File: src/rtl/uart_cmd_pkg.sv
// Shared types and command opcodes for the UART command parser.
// RESP_16B_EN: when defined, the SEND_HI state exists and reads answer with two bytes.
package uart_cmd_pkg;

  typedef enum logic [2:0] {
    IDLE,
    GET_ADDR,
    GET_DATA,
    ISSUE_WR,
    ISSUE_RD,
    WAIT_RD,
`ifdef RESP_16B_EN
    SEND_HI,
`endif
    SEND_LO
  } state_t;

  localparam logic [7:0] CmdWrite = 8'h77;
  localparam logic [7:0] CmdRead  = 8'h72;

endpackage

File: src/rtl/uart_cmd_timer.sv
// Inter-byte / read-return watchdog: clearable, enableable down-counter.
// Clearing reloads Cycles-1, so tc_o fires in the Cycles-th enabled cycle after a clear.
module uart_cmd_timer #(
  parameter int unsigned Cycles = 133000
) (
  input  logic clk_i,
  input  logic rst_ni,
  input  logic clr_i,
  input  logic en_i,
  output logic tc_o
);

  localparam int unsigned CntW = $clog2(Cycles + 1);
  localparam logic [CntW-1:0] Load = CntW'(Cycles - 1);

  logic [CntW-1:0] cnt_q, cnt_d;

  assign tc_o = en_i && (cnt_q == '0);

  // Next count: reload on clear, otherwise count down while enabled and parked at zero.
  always_comb begin
    cnt_d = cnt_q;
    if (clr_i) begin
      cnt_d = Load;
    end else if (en_i && (cnt_q != '0)) begin
      cnt_d = cnt_q - 1'b1;
    end
  end

  // Counter register; reset leaves it in the cleared (reloaded) state.
  always_ff @(posedge clk_i or negedge rst_ni) begin
    if (!rst_ni) cnt_q <= Load;
    else         cnt_q <= cnt_d;
  end

endmodule

File: src/rtl/uart_cmd_parser.sv
// UART byte-stream command front end for the SDRAM request port.
// 'w' <addr> <data> issues a write, 'r' <addr> issues a read and returns the data on TX.
// RESP_16B_EN: when defined, read data is returned as high byte then low byte; else low byte only.
//
//  state    | meaning
//  IDLE     | waiting for an opcode byte
//  GET_ADDR | opcode seen, waiting for the address byte (timed)
//  GET_DATA | write address seen, waiting for the data byte (timed)
//  ISSUE_WR | presenting write request until accepted
//  ISSUE_RD | presenting read request until accepted
//  WAIT_RD  | waiting for read return data (timed)
//  SEND_HI  | presenting high response byte (RESP_16B_EN only)
//  SEND_LO  | presenting low response byte
module uart_cmd_parser
  import uart_cmd_pkg::*;
#(
  parameter int unsigned ClockFreq      = 133_000_000,
  parameter int unsigned SdramAddrWidth = 25,
  parameter int unsigned DataWidth      = 16,
  parameter int unsigned TimeoutUs      = 1000
) (
  input  logic                      i_sys_clk,
  input  logic                      i_rst_n,
  input  logic [7:0]                i_rx_data,
  input  logic                      i_rx_valid,
  output logic [7:0]                o_tx_data,
  output logic                      o_tx_valid,
  input  logic                      i_tx_ready,
  output logic                      o_req_valid,
  input  logic                      i_req_ready,
  output logic                      o_req_we,
  output logic [SdramAddrWidth-1:0] o_req_addr,
  output logic [DataWidth-1:0]      o_req_wdata,
  input  logic                      i_rd_valid,
  input  logic [DataWidth-1:0]      i_rd_data,
  output logic                      o_busy,
  output logic                      o_err
);

  localparam int unsigned TimeoutCycles = ClockFreq / 1_000_000 * TimeoutUs;
`ifdef RESP_16B_EN
  localparam int unsigned RespW = 16;
`else
  localparam int unsigned RespW = 8;
`endif

  state_t           state_q, state_d;
  logic             we_q, we_d;
  logic [7:0]       addr_q, addr_d;
  logic [7:0]       wdata_q, wdata_d;
  logic [RespW-1:0] rdata_q, rdata_d;
  logic             err_q, err_d;
  logic             tmr_clr, tmr_en, tmr_tc;

  uart_cmd_timer #(.Cycles(TimeoutCycles)) u_timer (
    .clk_i  (i_sys_clk),
    .rst_ni (i_rst_n),
    .clr_i  (tmr_clr),
    .en_i   (tmr_en),
    .tc_o   (tmr_tc)
  );

  // Next-state, capture and error logic; a received byte always takes priority over a timeout.
  always_comb begin
    state_d = state_q;
    we_d    = we_q;
    addr_d  = addr_q;
    wdata_d = wdata_q;
    rdata_d = rdata_q;
    err_d   = 1'b0;
    tmr_en  = 1'b0;
    unique case (state_q)
      IDLE: begin
        if (i_rx_valid) begin
          if (i_rx_data == CmdWrite) begin
            we_d    = 1'b1;
            state_d = GET_ADDR;
          end else if (i_rx_data == CmdRead) begin
            we_d    = 1'b0;
            state_d = GET_ADDR;
          end else begin
            err_d = 1'b1;
          end
        end
      end
      GET_ADDR: begin
        tmr_en = 1'b1;
        if (i_rx_valid) begin
          addr_d  = i_rx_data;
          state_d = we_q ? GET_DATA : ISSUE_RD;
        end else if (tmr_tc) begin
          err_d   = 1'b1;
          state_d = IDLE;
        end
      end
      GET_DATA: begin
        tmr_en = 1'b1;
        if (i_rx_valid) begin
          wdata_d = i_rx_data;
          state_d = ISSUE_WR;
        end else if (tmr_tc) begin
          err_d   = 1'b1;
          state_d = IDLE;
        end
      end
      ISSUE_WR: begin
        err_d = i_rx_valid;
        if (i_req_ready) state_d = IDLE;
      end
      ISSUE_RD: begin
        err_d = i_rx_valid;
        if (i_req_ready) state_d = WAIT_RD;
      end
      WAIT_RD: begin
        tmr_en = 1'b1;
        err_d  = i_rx_valid;
        if (i_rd_valid) begin
          rdata_d = i_rd_data[RespW-1:0];
`ifdef RESP_16B_EN
          state_d = SEND_HI;
`else
          state_d = SEND_LO;
`endif
        end else if (tmr_tc) begin
          err_d   = 1'b1;
          state_d = IDLE;
        end
      end
`ifdef RESP_16B_EN
      SEND_HI: begin
        err_d = i_rx_valid;
        if (i_tx_ready) state_d = SEND_LO;
      end
`endif
      SEND_LO: begin
        err_d = i_rx_valid;
        if (i_tx_ready) state_d = IDLE;
      end
      default: state_d = IDLE;
    endcase
    // Every state change restarts the watchdog; in the timed states a byte always changes state.
    tmr_clr = (state_d != state_q);
  end

  // State and captured command fields.
  always_ff @(posedge i_sys_clk or negedge i_rst_n) begin
    if (!i_rst_n) begin
      state_q <= IDLE;
      we_q    <= 1'b0;
      addr_q  <= '0;
      wdata_q <= '0;
      rdata_q <= '0;
      err_q   <= 1'b0;
    end else begin
      state_q <= state_d;
      we_q    <= we_d;
      addr_q  <= addr_d;
      wdata_q <= wdata_d;
      rdata_q <= rdata_d;
      err_q   <= err_d;
    end
  end

  assign o_req_valid = (state_q == ISSUE_WR) || (state_q == ISSUE_RD);
  assign o_req_we    = we_q;
  assign o_req_addr  = SdramAddrWidth'(addr_q);
  assign o_req_wdata = DataWidth'(wdata_q);
  assign o_busy      = (state_q != IDLE);
  assign o_err       = err_q;
`ifdef RESP_16B_EN
  assign o_tx_valid  = (state_q == SEND_HI) || (state_q == SEND_LO);
  assign o_tx_data   = (state_q == SEND_HI) ? rdata_q[15:8] : rdata_q[7:0];
`else
  assign o_tx_valid  = (state_q == SEND_LO);
  assign o_tx_data   = rdata_q;
`endif

endmodule

File: config.mk
export PLATFORM = sky130hd
export DESIGN_NAME = uart_cmd_parser
export DESIGN_NICKNAME = d
export VERILOG_FILES = /design/src/rtl/uart_cmd_pkg.sv /design/src/rtl/uart_cmd_timer.sv /design/src/rtl/uart_cmd_parser.sv
export SDC_FILE = /design/constraint.sdc
export NUM_CORES = 1
export LEC_CHECK = 0
export CAP_MARGIN = 30
export CORE_MARGIN = 2
export CORE_UTILIZATION = 36
export CTS_BUF_LIST = sky130_fd_sc_hd__clkbuf_4
export CTS_CLUSTER_SIZE = 14
export DETAILED_ROUTE_END_ITERATION = 12
export PLACE_DENSITY = 0.74
export SLEW_MARGIN = 5
export SYNTH_ARGS = -nofsm -noshare
export SYNTH_HDL_FRONTEND = slang
export SYNTH_SLANG_ARGS = --single-unit
export TNS_END_PERCENT = 30
File: constraint.sdc
create_clock -name i_sys_clk -period 3.7 [get_ports i_sys_clk]
set_clock_uncertainty 0.05 [all_clocks]
set_input_delay 0.555 -clock i_sys_clk [delete_from_list [all_inputs] [get_ports i_sys_clk]]
set_output_delay 0.555 -clock i_sys_clk [all_outputs]
set_load 0.005 [all_outputs]
; ---- Yosys cells after proc, flatten, opt, wreduce, memory -nomap -nowiden
; Cells that the tools add are included.
[classes]
n_addsub = 1
n_eq_ne = 9
n_mux = 25
reduce_logical = 16
[ops]
columns = operator, n
row1 = $mux W18, 2
row2 = $mux W3, 11
row3 = $pmux W3 S7, 1
row4 = $logic_not A18 Y1, 1
row5 = $reduce_bool A18 Y1, 1
row6 = $sub A18 B1 Y18 const B, 1
row7 = $eq A8 B7 Y1 const B, 2
row8 = $mux W1, 10
row9 = $eq A3 B3 Y1 const B, 3
row10 = $eq A3 B2 Y1 const B, 2
row11 = $reduce_and A2 Y1, 3
row12 = $reduce_or A3 Y1, 2
row13 = $pmux W1 S4, 1
row14 = $reduce_bool A2 Y1, 2
row15 = $eq A3 B1 Y1 const B, 1
row16 = $logic_not A3 Y1, 1
row17 = $ne A3 B3 Y1, 1
row18 = $reduce_and A3 Y1, 1
row19 = $reduce_bool A3 Y1, 1
row20 = $logic_and A1 B1 Y1, 2
row21 = $reduce_or A2 Y1, 1
row22 = $logic_or A1 B1 Y1, 1
[word_totals]
register_bits = 47
inputBits = 30
out_inout_bits = 54
wordCells = 58

; ---- Longest topological paths before layout
[logic_depth]
word_depth = 9
mapped_depth = 8
depth_no_buf = 7

; ---- Hierarchy
; A second synthesis with hierarchy kept.
[hier_totals]
hier_cells = 257
hier_area_um2 = 2742.6
[modules_own_cells]
columns = module, n_inst, cells_per_inst, area_per_inst_um2, seq_area_each_um2
row1 = uart_cmd_parser, 1, 138, 1599.0, 725.7
row2 = uart_cmd_timer, 1, 119, 1143.6, 460.4

; ---- Least setup slack after synthesis
; No wires, ideal clock.
[synth_path]
path_type = register to register
start = register u_timer.cnt_q[9]
end = register u_timer.cnt_q[11]
setup_time_ns = 0.146
arrival_time_ns = 2.219
required_time_ns = 3.504
path_slack_ns = 1.284
stages_incl_launch_ff = 7
n_path_buf = 1
synth_period_minus_slack_ns = 2.416
path_cell_list = dfstp_2 -> or4_1 -> buf_2 -> or4_4 -> o31a_1 -> a211oi_2 -> nor3_1
[synth_via]
elab_chain_cells = 7
elab_cells_between_ends = 14
cone_classes = add/sub: 1 / eq/ne: 1 / mux: 7 / reduce/logical: 5
[synth_lines]
columns = element, line_no
row1 = "start, declared", uart_cmd_timer.sv:16  ; logic [CntW-1:0] cnt_q, cnt_d;
row2 = "start signal, assigned", uart_cmd_timer.sv:32  ; if (!rst_ni) cnt_q <= Load;
row3 = "start signal, assigned", uart_cmd_timer.sv:33  ; else cnt_q <= cnt_d;
row4 = $logic_not A18 Y1, uart_cmd_timer.sv:18  ; assign tc_o = en_i && (cnt_q == '0);
row5 = $logic_and A1 B1 Y1, uart_cmd_timer.sv:18
row6 = $mux W3, "uart_cmd_parser.sv:91, uart_cmd_parser.sv:101, uart_cmd_parser.sv:124"
row7 = "$mux W3, on equally long branches", "uart_cmd_parser.sv:117, uart_cmd_parser.sv:88, uart_cmd_parser.sv:98"
row8 = $pmux W3 S7, uart_cmd_parser.sv:72  ; unique case (state_q)
row9 = $ne A3 B3 Y1, uart_cmd_parser.sv:142  ; tmr_clr = (state_d != state_q);
row10 = $mux W18 or $reduce_bool A2 Y1 (tied branches), -
; Parallel ways exist; a longest one is shown, timed or not. The select of a mux whose other input is x is not followed.
; A chain may end at the register's enable or synchronous reset.

; ---- Final worst setup path
; Same ends and word-level chain as after synthesis.

==> flow_summary_export.csv <==
group,metric,value,unit
die,die-area,0.00828,mm²
drt,drt.antenna.violating_nets,0,
synth,syn-instance-count,264,
clock_tree,cts-htree-levels,2,
power,max-vdd-ir-drop,0.395,mV
power,internal_power,1.21,mW
synth,postSynth.asyncResetShare,100,%
drt,wire_length_per_cell_after_detailed_routing,14.4,µm
sta,min_period,2770,ps
die,die-height,91.0,µm
power,leakage_power,1.32,nW
clock_tree,cts.repair_timing.setup_buffer_count,0,
place,detailed_placer_s_ending_hpwl,4310,µm
global_routing,grt_remaining_overflow,0,
job,cap_violations,0,
synth,yosysTopAreaCell,"dfrtp_1",
die,top_level_ports,84,
die,core,0.00729,mm²
drt,route.detailed.drc,0,
sta,max-slew-margin-rel,50.5,%
clock_tree,cts.reportedPaths.clkPinSlew,150,ps
cells_and_area,fill_cells,685,
synth,synth.top_cells.by_area,"dfrtp_1 (36%), mux2_2 (11%), dfstp_2 (7.7%), buf_4 (6.9%), xnor2_1 (3.5%)",
cells_and_area,n_antenna_cell,0,
synth,synthDistinctLibCells,53,
sta,timing_limited_maximum_frequency,362,MHz
power,swShare,35.6,%
power,p_per_area,568,mW/mm²
worst_setup_path,worstSetupPathType,"flip-flop to flip-flop",
cells_and_area,final_core_util,45.4,%
cells_and_area,design_area,0.00331,mm²
global_routing,grt_pass1_vias,2184,
drt,vias,2204,
sta,final_slew_viol_count,0,
worst_setup_path,timing.critical_path.slowest_stage_cell,"or4_1",
drt,detail_route.iter0.violations,111,
place,io_buffer_count,50,
worst_hold_path,holdCritPathClass,"input pin to asynchronous set/reset pin",
status,run_status,"finished clean",
worst_setup_path,end_kind,"flip-flop",
worst_setup_path,critical_path_arrival,2940,ps
worst_setup_path,critPathMaxFanout,10,
worst_setup_path,worst_path_largest_cell_delay,640,ps
worst_setup_path,timing.critical_path.required,3880,ps
sta,setup-violations-final,0,
synth,post_synth_instance_area,0.00272,mm²
cells_and_area,area.sequential,0.00119,mm²
sta,timing.final.hold_violations,0,
clock_tree,clock_sinks,47,
power,share_seq_of_total_power,39.6,%
die,initial_core_util,37.4,%
sta,timing_worst_slew_pin_value,742,ps
power,power.net_switching,0.669,mW
die,die_width,91.0,µm
synth,mean_instance_size_in_the_synthesized_netlist,10.3,µm²
worst_setup_path,startpoint_type,"flip-flop",
drt,vias_per_cell,5.35,
power,clock_power_share,13.6,%
cells_and_area,layout-drive-gt1-share,18.2,%
clock_tree,ctsHoldBuffers,0,
place,detailed_place.area,0.00325,mm²
clock_tree,cts-resized-gates,0,
clock_tree,clock_tree.root_cell,"clkbuf_4",
synth,synth_edf_count,0,
drt,routed_wirelength,5930,µm
global_routing,antenna_found_initial,0,
drt,firstDrtPassIters,5,
global_routing,track_usage,14.6,%
clock_tree,tritoncts.num_buffers,5,
synth,most_common_cell_in_the_synthesized_netlist,"dfrtp_1",
synth,ys.flop_type,"dfrtp_1",
clock_tree,cts_max_path_buffers,2,
sta,hold_ws,27.8,ps
worst_setup_path,crit_path_cell_trace,"or4_1 -> or4_4 -> o31a_1 -> a211oi_2 -> nor3_1",
cells_and_area,total_area_of_multi_input_combinational_cells,0.00136,mm²
sta,totalNegativeSetupSlack,0,ps
cells_and_area,nets,344,
global_routing,maximum_number_of_pins_on_one_net_before_global_route_repair,33,
synth,ys.warnings.count,0,
synth,synthDominantCellAreaShare,35.8,%
power,comb_power_share,46.8,%
sta,grt_setup_unrepaired,"no",
synth,yosys-top-cells-count,"dfrtp_1 (39), mux2_2 (26), buf_4 (25)",
clock_tree,tritoncts,"yes",
place,finalWeightedCongestion,0.764,
clock_tree,clock_latency,370,ps
global_routing,global_route_wire_length_before_repair,9960,µm
sta,final.period_utilization,74.7,%
synth,synth_seq_area_share,43.5,%
synth,ys_seq_elements,47,
die,num_rows,31,
cells_and_area,area.growth.synth_to_final,21.5,%
flip-flops by register name (all words and copies together), names as in the netlist:
signal / flops
o_tx_data: 8
state_q: 3
addr_q: 8
o_err: 1
u_timer.cnt_q: 18
wdata_q: 8
o_req_we: 1
power groups by stage:
stage          Clock, mW  Combinational (mW)  Sequential (mW)
2_1_floorplan          0               0.480            0.739
3_3_place_gp           0               0.856            0.746
3_5_place_dp           0               0.877            0.753
4_1_cts            0.265               0.884            0.745
5_1_grt            0.288               0.956            0.763
6_report           0.255               0.879            0.744
worst paths after layout:
| check | endpoint | slack, ps | cells after the start | startpoint |
|---|---|---|---|---|
| worst max-delay path | u_timer.cnt_q[11]$_DFFE_PN0P_ | 930 | 5 | u_timer.cnt_q[9]$_DFFE_PN1P_ |
| worst min-delay path | u_timer.cnt_q[3]$_DFFE_PN0P_ | 30 | 1 | i_rst_n |
| worst max register to register | u_timer.cnt_q[11]$_DFFE_PN0P_ | 930 | 5 | u_timer.cnt_q[9]$_DFFE_PN1P_ |
| worst min register to register | wdata_q[0]$_DFFE_PN0P_ | 470 | 1 | wdata_q[0]$_DFFE_PN0P_ |
| max in group asynchronous | o_tx_data[7]$_DFFE_PN0P_ | 3080 | 2 | i_rst_n |
| min in group i_sys_clk | wdata_q[0]$_DFFE_PN0P_ | 470 | 1 | wdata_q[0]$_DFFE_PN0P_ |
area by class of cell:
class | instances | area share (%)
Multi-Input combinational cell | 194 | 40.9
Tap cell | 99 | 3.74
Sequential cell | 47 | 35.8
Inverter | 8 | 0.907
Clock inverter | 3 | 0.718
Clock buffer | 5 | 1.13
Timing Repair Buffer | 56 | 16.7
critical path: cells and delay by family (launching register included):
family,cells,cell delay [ps]
AND/OR/NAND/NOR,3,1280
AO/OA/AOI/OAI,2,880
flip-flops,1,420
per-stage QoR:
step / setup WS (ps) / total power [mW] / std cells
after floorplan: 1280 / 1.22 / 288
after global placement: 945 / 1.60 / 403
after detailed placement: 943 / 1.63 / 404
after CTS: 932 / 1.89 / 412
after global routing: 810 / 2.01 / 412
final: 934 / 1.88 / 412
placed cells by master (no fill, tap or decap), types with 3 or more instances in the layout:
| cell | synthesis | routed |
|---|---|---|
| nand2_1 | 7 | 7 |
| buf_4 | 25 | 5 |
| dfrtp_1 | 39 | 39 |
| o31ai_1 | 4 | 4 |
| clkdlybuf4s50_1 | 0 | 49 |
| or3_1 | 5 | 5 |
| nor3_1 | 8 | 8 |
| nor2b_1 | 6 | 6 |
| or4_1 | 5 | 5 |
| inv_1 | 8 | 8 |
| xnor2_1 | 11 | 11 |
| nor2_1 | 9 | 9 |
| conb_1 | 1 | 25 |
| a21oi_1 | 6 | 6 |
| a211oi_1 | 10 | 10 |
| clkbuf_4 | 0 | 5 |
| nand2b_1 | 3 | 3 |
| nand4_1 | 3 | 3 |
| o21ai_0 | 12 | 12 |
| dfstp_2 | 8 | 8 |
| mux2_2 | 26 | 26 |
| a211o_1 | 4 | 4 |
| nand3_1 | 10 | 10 |
routing by layer:
metal  GRT usage, %  part of all wire (%)  up-vias
met2           24.6                    48      102
met5              0                     0        -
met1           17.4                    41     1078
met4           4.29                   1.5        0
li1               -                     -     1016
met3           5.56                   9.2        8
logic make-up after synthesis:
group / after synthesis / share of synthesized area (%)
AND/OR/NAND/NOR: 70 / 15.1
AO/OA/AOI/OAI: 57 / 15.0
flip-flops: 47 / 43.5
buffers and inverters: 47 / 10.0
multiplexers: 27 / 11.1
XOR/XNOR: 13 / 4.18
adder cells (fa/ha/maj): 2 / 0.919
other: 1 / 0.138
Note: power is estimated with default switching activity, not from simulation.
